==> src/rtl/pc_npc_sequencer.sv <==
// PC/nPC sequencer for a delay-slot pipeline: sequential advance, delayed
// branches with annul, trap redirect and rejection of misaligned branch targets.
module pc_npc_sequencer #(
    parameter logic [31:0] RESET_PC = 32'h0000_0000
) (
    input  logic        clk,
    input  logic        reset,
    input  logic        stall,
    input  logic        br_valid,
    input  logic        br_taken,
    input  logic        br_always,
    input  logic        br_annul,
    input  logic [31:0] br_target,
    input  logic        trap_valid,
    input  logic [31:0] trap_vector,
    output logic [31:0] pc,
    output logic [31:0] npc,
    output logic        fetch_valid,
    output logic        slot_annul,
    output logic        align_err
);

    typedef enum logic [1:0] {
        S_INIT = 2'd0,
        S_RUN  = 2'd1,
        S_HOLD = 2'd2
    } state_t;

    state_t      state_q;
    state_t      state_d;
    logic [31:0] pc_q;
    logic [31:0] pc_d;
    logic [31:0] npc_q;
    logic [31:0] npc_d;
    logic        fetch_valid_q;
    logic        fetch_valid_d;
    logic        slot_annul_q;
    logic        slot_annul_d;
    logic        align_err_q;
    logic        align_err_d;

    logic [31:0] trap_pc_s;
    logic [31:0] seq_npc_s;
    logic        misaligned_s;

    assign trap_pc_s    = {trap_vector[31:2], 2'b00};
    assign seq_npc_s    = npc_q + 32'd4;
    assign misaligned_s = (br_target[1:0] != 2'b00);

    assign pc          = pc_q;
    assign npc         = npc_q;
    assign fetch_valid = fetch_valid_q;
    assign slot_annul  = slot_annul_q;
    assign align_err   = align_err_q;

    // State and datapath registers with synchronous active-low reset
    always_ff @(posedge clk) begin
        if (!reset) begin
            state_q       <= S_INIT;
            pc_q          <= RESET_PC;
            npc_q         <= RESET_PC + 32'd4;
            fetch_valid_q <= 1'b0;
            slot_annul_q  <= 1'b0;
            align_err_q   <= 1'b0;
        end else begin
            state_q       <= state_d;
            pc_q          <= pc_d;
            npc_q         <= npc_d;
            fetch_valid_q <= fetch_valid_d;
            slot_annul_q  <= slot_annul_d;
            align_err_q   <= align_err_d;
        end
    end

    // Next-state logic; a trap always pulls a held pipeline back into RUN
    always_comb begin
        state_d = state_q;
        case (state_q)
            S_INIT: state_d = S_RUN;
            S_RUN: begin
                if (stall && !trap_valid) begin
                    state_d = S_HOLD;
                end else begin
                    state_d = S_RUN;
                end
            end
            S_HOLD: begin
                if (!stall || trap_valid) begin
                    state_d = S_RUN;
                end else begin
                    state_d = S_HOLD;
                end
            end
            default: state_d = S_INIT;
        endcase
    end

    // PC/nPC update: trap beats freeze, freeze beats transfer, annulled slot ignores transfers
    always_comb begin
        pc_d          = pc_q;
        npc_d         = npc_q;
        slot_annul_d  = slot_annul_q;
        align_err_d   = 1'b0;
        fetch_valid_d = (state_d != S_INIT);
        case (state_q)
            S_RUN, S_HOLD: begin
                if (trap_valid) begin
                    pc_d         = trap_pc_s;
                    npc_d        = trap_pc_s + 32'd4;
                    slot_annul_d = 1'b0;
                end else if (stall || (state_q == S_HOLD)) begin
                    pc_d         = pc_q;
                    npc_d        = npc_q;
                    slot_annul_d = slot_annul_q;
                end else begin
                    pc_d         = npc_q;
                    npc_d        = seq_npc_s;
                    slot_annul_d = 1'b0;
                    if (br_valid && !slot_annul_q) begin
                        if (br_taken && misaligned_s) begin
                            align_err_d = 1'b1;
                        end else if (br_taken) begin
                            npc_d        = br_target;
                            slot_annul_d = br_annul && br_always;
                        end else begin
                            slot_annul_d = br_annul;
                        end
                    end else begin
                        align_err_d = 1'b0;
                    end
                end
            end
            default: begin
                pc_d         = RESET_PC;
                npc_d        = RESET_PC + 32'd4;
                slot_annul_d = 1'b0;
            end
        endcase
    end

endmodule

==> config.mk <==
export PLATFORM = sky130hd
export DESIGN_NAME = pc_npc_sequencer
export DESIGN_NICKNAME = d
export VERILOG_FILES = /design/src/rtl/pc_npc_sequencer.sv
export SDC_FILE = /design/constraint.sdc
export NUM_CORES = 1
export LEC_CHECK = 0
export BUFFER_PORTS_ARGS = -buffer_cell sky130_fd_sc_hd__buf_4
export CAP_MARGIN = 10
export CORE_AREA = 10 10 133 135
export CTS_BUF_LIST = sky130_fd_sc_hd__clkbuf_16
export CTS_CLUSTER_DIAMETER = 150
export DETAILED_ROUTE_END_ITERATION = 12
export DIE_AREA = 0 0 143 145
export GPL_TIMING_DRIVEN = 0
export PLACE_DENSITY = 0.59
export REMOVE_ABC_BUFFERS = 1
export SLEW_MARGIN = 20
export SYNTH_ARGS = -nofsm -noshare
export SYNTH_HDL_FRONTEND = slang
export SYNTH_SLANG_ARGS = --single-unit
==> constraint.sdc <==
create_clock -name clk -period 2.8 [get_ports clk]
set_input_delay 0.14 -clock clk [delete_from_list [all_inputs] [get_ports clk]]
set_output_delay 0.14 -clock clk [all_outputs]
set_load 0.005 [all_outputs]
==> results.yml <==
critical_path:
  start_kind: "register"
  endpoint_kind: "register"
  required_ns: 3.01
  critical_path_arrival_ns: 2.64
  worstPathMaxFanout: 32
  path_class: "reg -> reg"
power:
  cellPowerDensity_mw_per_mm2: 437
  clkPwrFrac_pct: 39.6
  p_leak_nw: 2.32
  fin_total_pwr_mw: 2.57
  combPwrFrac_pct: 18.4
  internal_power_mw: 1.81
  p_sw_mw: 0.753
  seq_power_share_pct: 42.0
  switching_share_pct: 29.3
  vdd_drop_max_v: 0.000297
synthesis:
  synth_area_mm2: 0.00446
  synth_edf_count: 0
  yosys_warnings: 0
  async_reset_ff_share_pct: 0
  synth.distinct_cells: 54
  synth_seq_cells: 69
  synthCells: 628
  synth_area_per_cell_um2: 7.10
  synthFlopType: "dfxtp_1"
  seq_area_frac_synth_pct: 31.0
detailed_routing:
  drt_pass1_iterations: 5
  drc: 0
  ant_nets: 0
  wl_mm: 16.6
  route.vias.total: 4773
  viasPerCell: 5.16
  drt_iter0_markers: 369
  wl_per_cell_um: 17.9
die:
  rows: 45
  die_w_um: 143
  die_area_mm2: 0.0207
  initial_core_util_pct: 29.7
  core_region_area_mm2: 0.0150
  ios: 139
  die_y_um: 145
placement:
  gp_congestion: 0.820
  portBuffers: 136
  placed_cell_area_mm2: 0.00561
  dpl.cell_count: 910
  post-dp-hpwl_mm: 11.4
clocking:
  ctsRootBufferMaster: "clkbuf_16"
  cts_tree: "built"
  cts_buffers: 9
  cts_max_path_buffers: 2
  clkTransAtPathRegs_ns: 0.06
  h-tree-depth: 3
  numClockSinks: 69
  clk_latency_ns: 0.34
  hold_buffers: 0
  cts_setup_buffers: 0
grt:
  grt_pass1_vias: 4711
  grt_antenna_before_repair: 0
  grt_max_degree: 127
  grt_pass1_wl_mm: 26.1
  grt_overflow: 0
  grt_usage_pct: 15.6
sta:
  max_freq_ghz: 0.411
  final.min_clock_period_ns: 2.43
  slew_violations: 0
  fin_worst_skew_ns: 0.00581
  tns_ns: 0
  fin_crit_sh_pct: 87.0
  rsz0062_at_grt: "false"
  setup_viol: 0
  slew_headroom_pct: 39.3
  fin_hold_ws_ns: 0.0549
  worst_pin_slew_ns: 0.910
  final_hold_viol_count: 0
cells_and_area:
  seq_area_mm2: 0.00138
  multi_input_area_mm2: 0.00291
  fin_nets: 812
  fin_area_mm2: 0.00587
  drive_above_1_share_pct: 22.5
  fill_cells: 1581
  final_cell_count_no_fill: 925
  diodes: 0
  area_growth_pct: 31.6
flow_run:
  cap_violations: 0
run_status:
  status: "complete, no violations"
worst_hold_path:
  hold_path_class: "in -> reg"
==> Yosys cell counts, types with 4 or more instances <==
cell type	number	area, um^2
dfxtp_1	69	1380
clkbuf_1	38	143
xor2_1	21	184
nand4_1	18	113
and2_1	7	43.8
nor2_1	82	308
and4_1	6	52.6
mux2i_1	5	50.1
nand3_1	21	105
a211oi_1	15	113
o21ai_0	22	110
ha_1	7	87.6
a31oi_1	6	37.5
and3_1	11	68.8
buf_1	4	15.0
nor3_1	20	100
a21oi_1	92	460
nand2b_1	6	37.5
a221oi_1	5	43.8
inv_1	9	33.8
a21o_1	5	37.5
xnor2_1	17	149
nand2_1	96	360
==> cell type report <==
class / count / area share [%]
timing repair buffer: 138 / 18.1
tap: 188 / 4.01
sequential: 69 / 23.5
clock buffer: 9 / 3.84
clock inverter: 6 / 0.405
multi-input combinational: 506 / 49.5
inverter: 9 / 0.576
==> path summary, 6_finish.rpt <==
check,endpoint,slack [ns],depth (start not counted),start
worst min-delay path,pc[31],0.05,3,trap_vector[31]
worst max-delay path,npc[19],0.37,8,state_q[0]
worst min register to register,pc[0],0.46,2,pc[0]
worst max register to register,npc[19],0.37,8,state_q[0]
==> power by group through the flow <==
stage | Sequential (mW) | Combinational, mW | Clock [mW]
after floorplan | 1.09 | 0.205 | 0
after global placement | 1.10 | 0.466 | 0
after detailed placement | 1.10 | 0.473 | 0
after CTS | 1.08 | 0.476 | 1.04
after global routing | 1.09 | 0.525 | 1.08
final | 1.08 | 0.471 | 1.02
==> per-layer routing <==
layer | track usage (%) | wire length (um) | part of all wire, %
met4 | 5.21 | 309 | 1.9
met5 | 0 | 0 | 0
met3 | 4.07 | 1030 | 6.2
met2 | 24.4 | 7530 | 45
met1 | 20.3 | 7700 | 46
==> layout by cell type (no fill, tap or decap), types with 2 or more instances in the layout <==
| cell | netlist | final |
|---|---|---|
| dfxtp_1 | 69 | 69 |
| o21ai_0 | 22 | 22 |
| nor2_1 | 82 | 81 |
| nand2_1 | 96 | 95 |
| o21a_1 | 3 | 3 |
| a221oi_1 | 5 | 5 |
| nand4b_1 | 2 | 2 |
| xnor2_1 | 17 | 17 |
| nand3_1 | 21 | 20 |
| ha_1 | 7 | 7 |
| nand3_2 | 1 | 2 |
| nand2b_1 | 6 | 6 |
| a311oi_1 | 2 | 2 |
| mux2i_1 | 5 | 5 |
| and4_1 | 6 | 6 |
| nand4_1 | 18 | 18 |
| and3_1 | 11 | 10 |
| buf_4 | 0 | 135 |
| a221o_1 | 2 | 2 |
| inv_1 | 9 | 11 |
| xor2_1 | 21 | 21 |
| a21o_1 | 5 | 5 |
| o41ai_1 | 2 | 2 |
| and2_1 | 7 | 7 |
| nor2b_1 | 3 | 3 |
| or2_2 | 3 | 2 |
| buf_12 | 0 | 2 |
| o31ai_1 | 3 | 3 |
| nor4_4 | 2 | 2 |
| nor3_1 | 20 | 19 |
| a31oi_1 | 6 | 6 |
| a21oi_1 | 92 | 92 |
| a211oi_1 | 15 | 15 |
| clkinv_1 | 0 | 3 |
| clkbuf_16 | 0 | 9 |
| nor4_1 | 3 | 2 |
==> stage by stage <==
| step | util (%) | worst slack [ns] |
|---|---|---|
| 4_1_cts | 39.0 | 0.273 |
| 6_report | 39.0 | 0.365 |
| 3_5_place_dp | 37.3 | 0.0268 |
| 2_1_floorplan | - | -0.561 |
| 3_3_place_gp | 36.9 | -2.75 |
| 5_1_grt | 39.0 | 0.127 |
==> state kept, by name (all words and copies together), names as in the netlist <==
signal,flops
npc,32
align_err,1
pc,32
fetch_valid,1
state_q,2
slot_annul,1
==> logic make-up (layout without fill, tap and decap cells) <==
family / Yosys count / count (layout) / share of synthesized area, %
AO/OA/AOI/OAI: 170 / 170 / 23.1
XOR/XNOR: 38 / 38 / 7.46
adder cells (fa/ha/maj): 7 / 7 / 1.96
buffers and inverters: 53 / 162 / 4.66
flip-flops: 69 / 69 / 31.0
multiplexers: 5 / 5 / 1.12
AND/OR/NAND/NOR: 286 / 286 / 30.8
==> worst max-delay path: stages, from the launching register on <==
cell and delay (ns):
dfxtp_1 0.39, inv_1 0.08, ha_1 0.26, nor2_4 0.64
buf_12 0.28, nor2_1 0.15, and3_1 0.28, a31oi_1 0.12
o21ai_0 0.09
==> repair_timing <==
item                                    4_1_cts  5_1_grt
pin swaps                                     0        0
resized for setup                             1        1
endpoints found under the setup margin        2        1
Note: power is estimated with default switching activity, not from simulation.
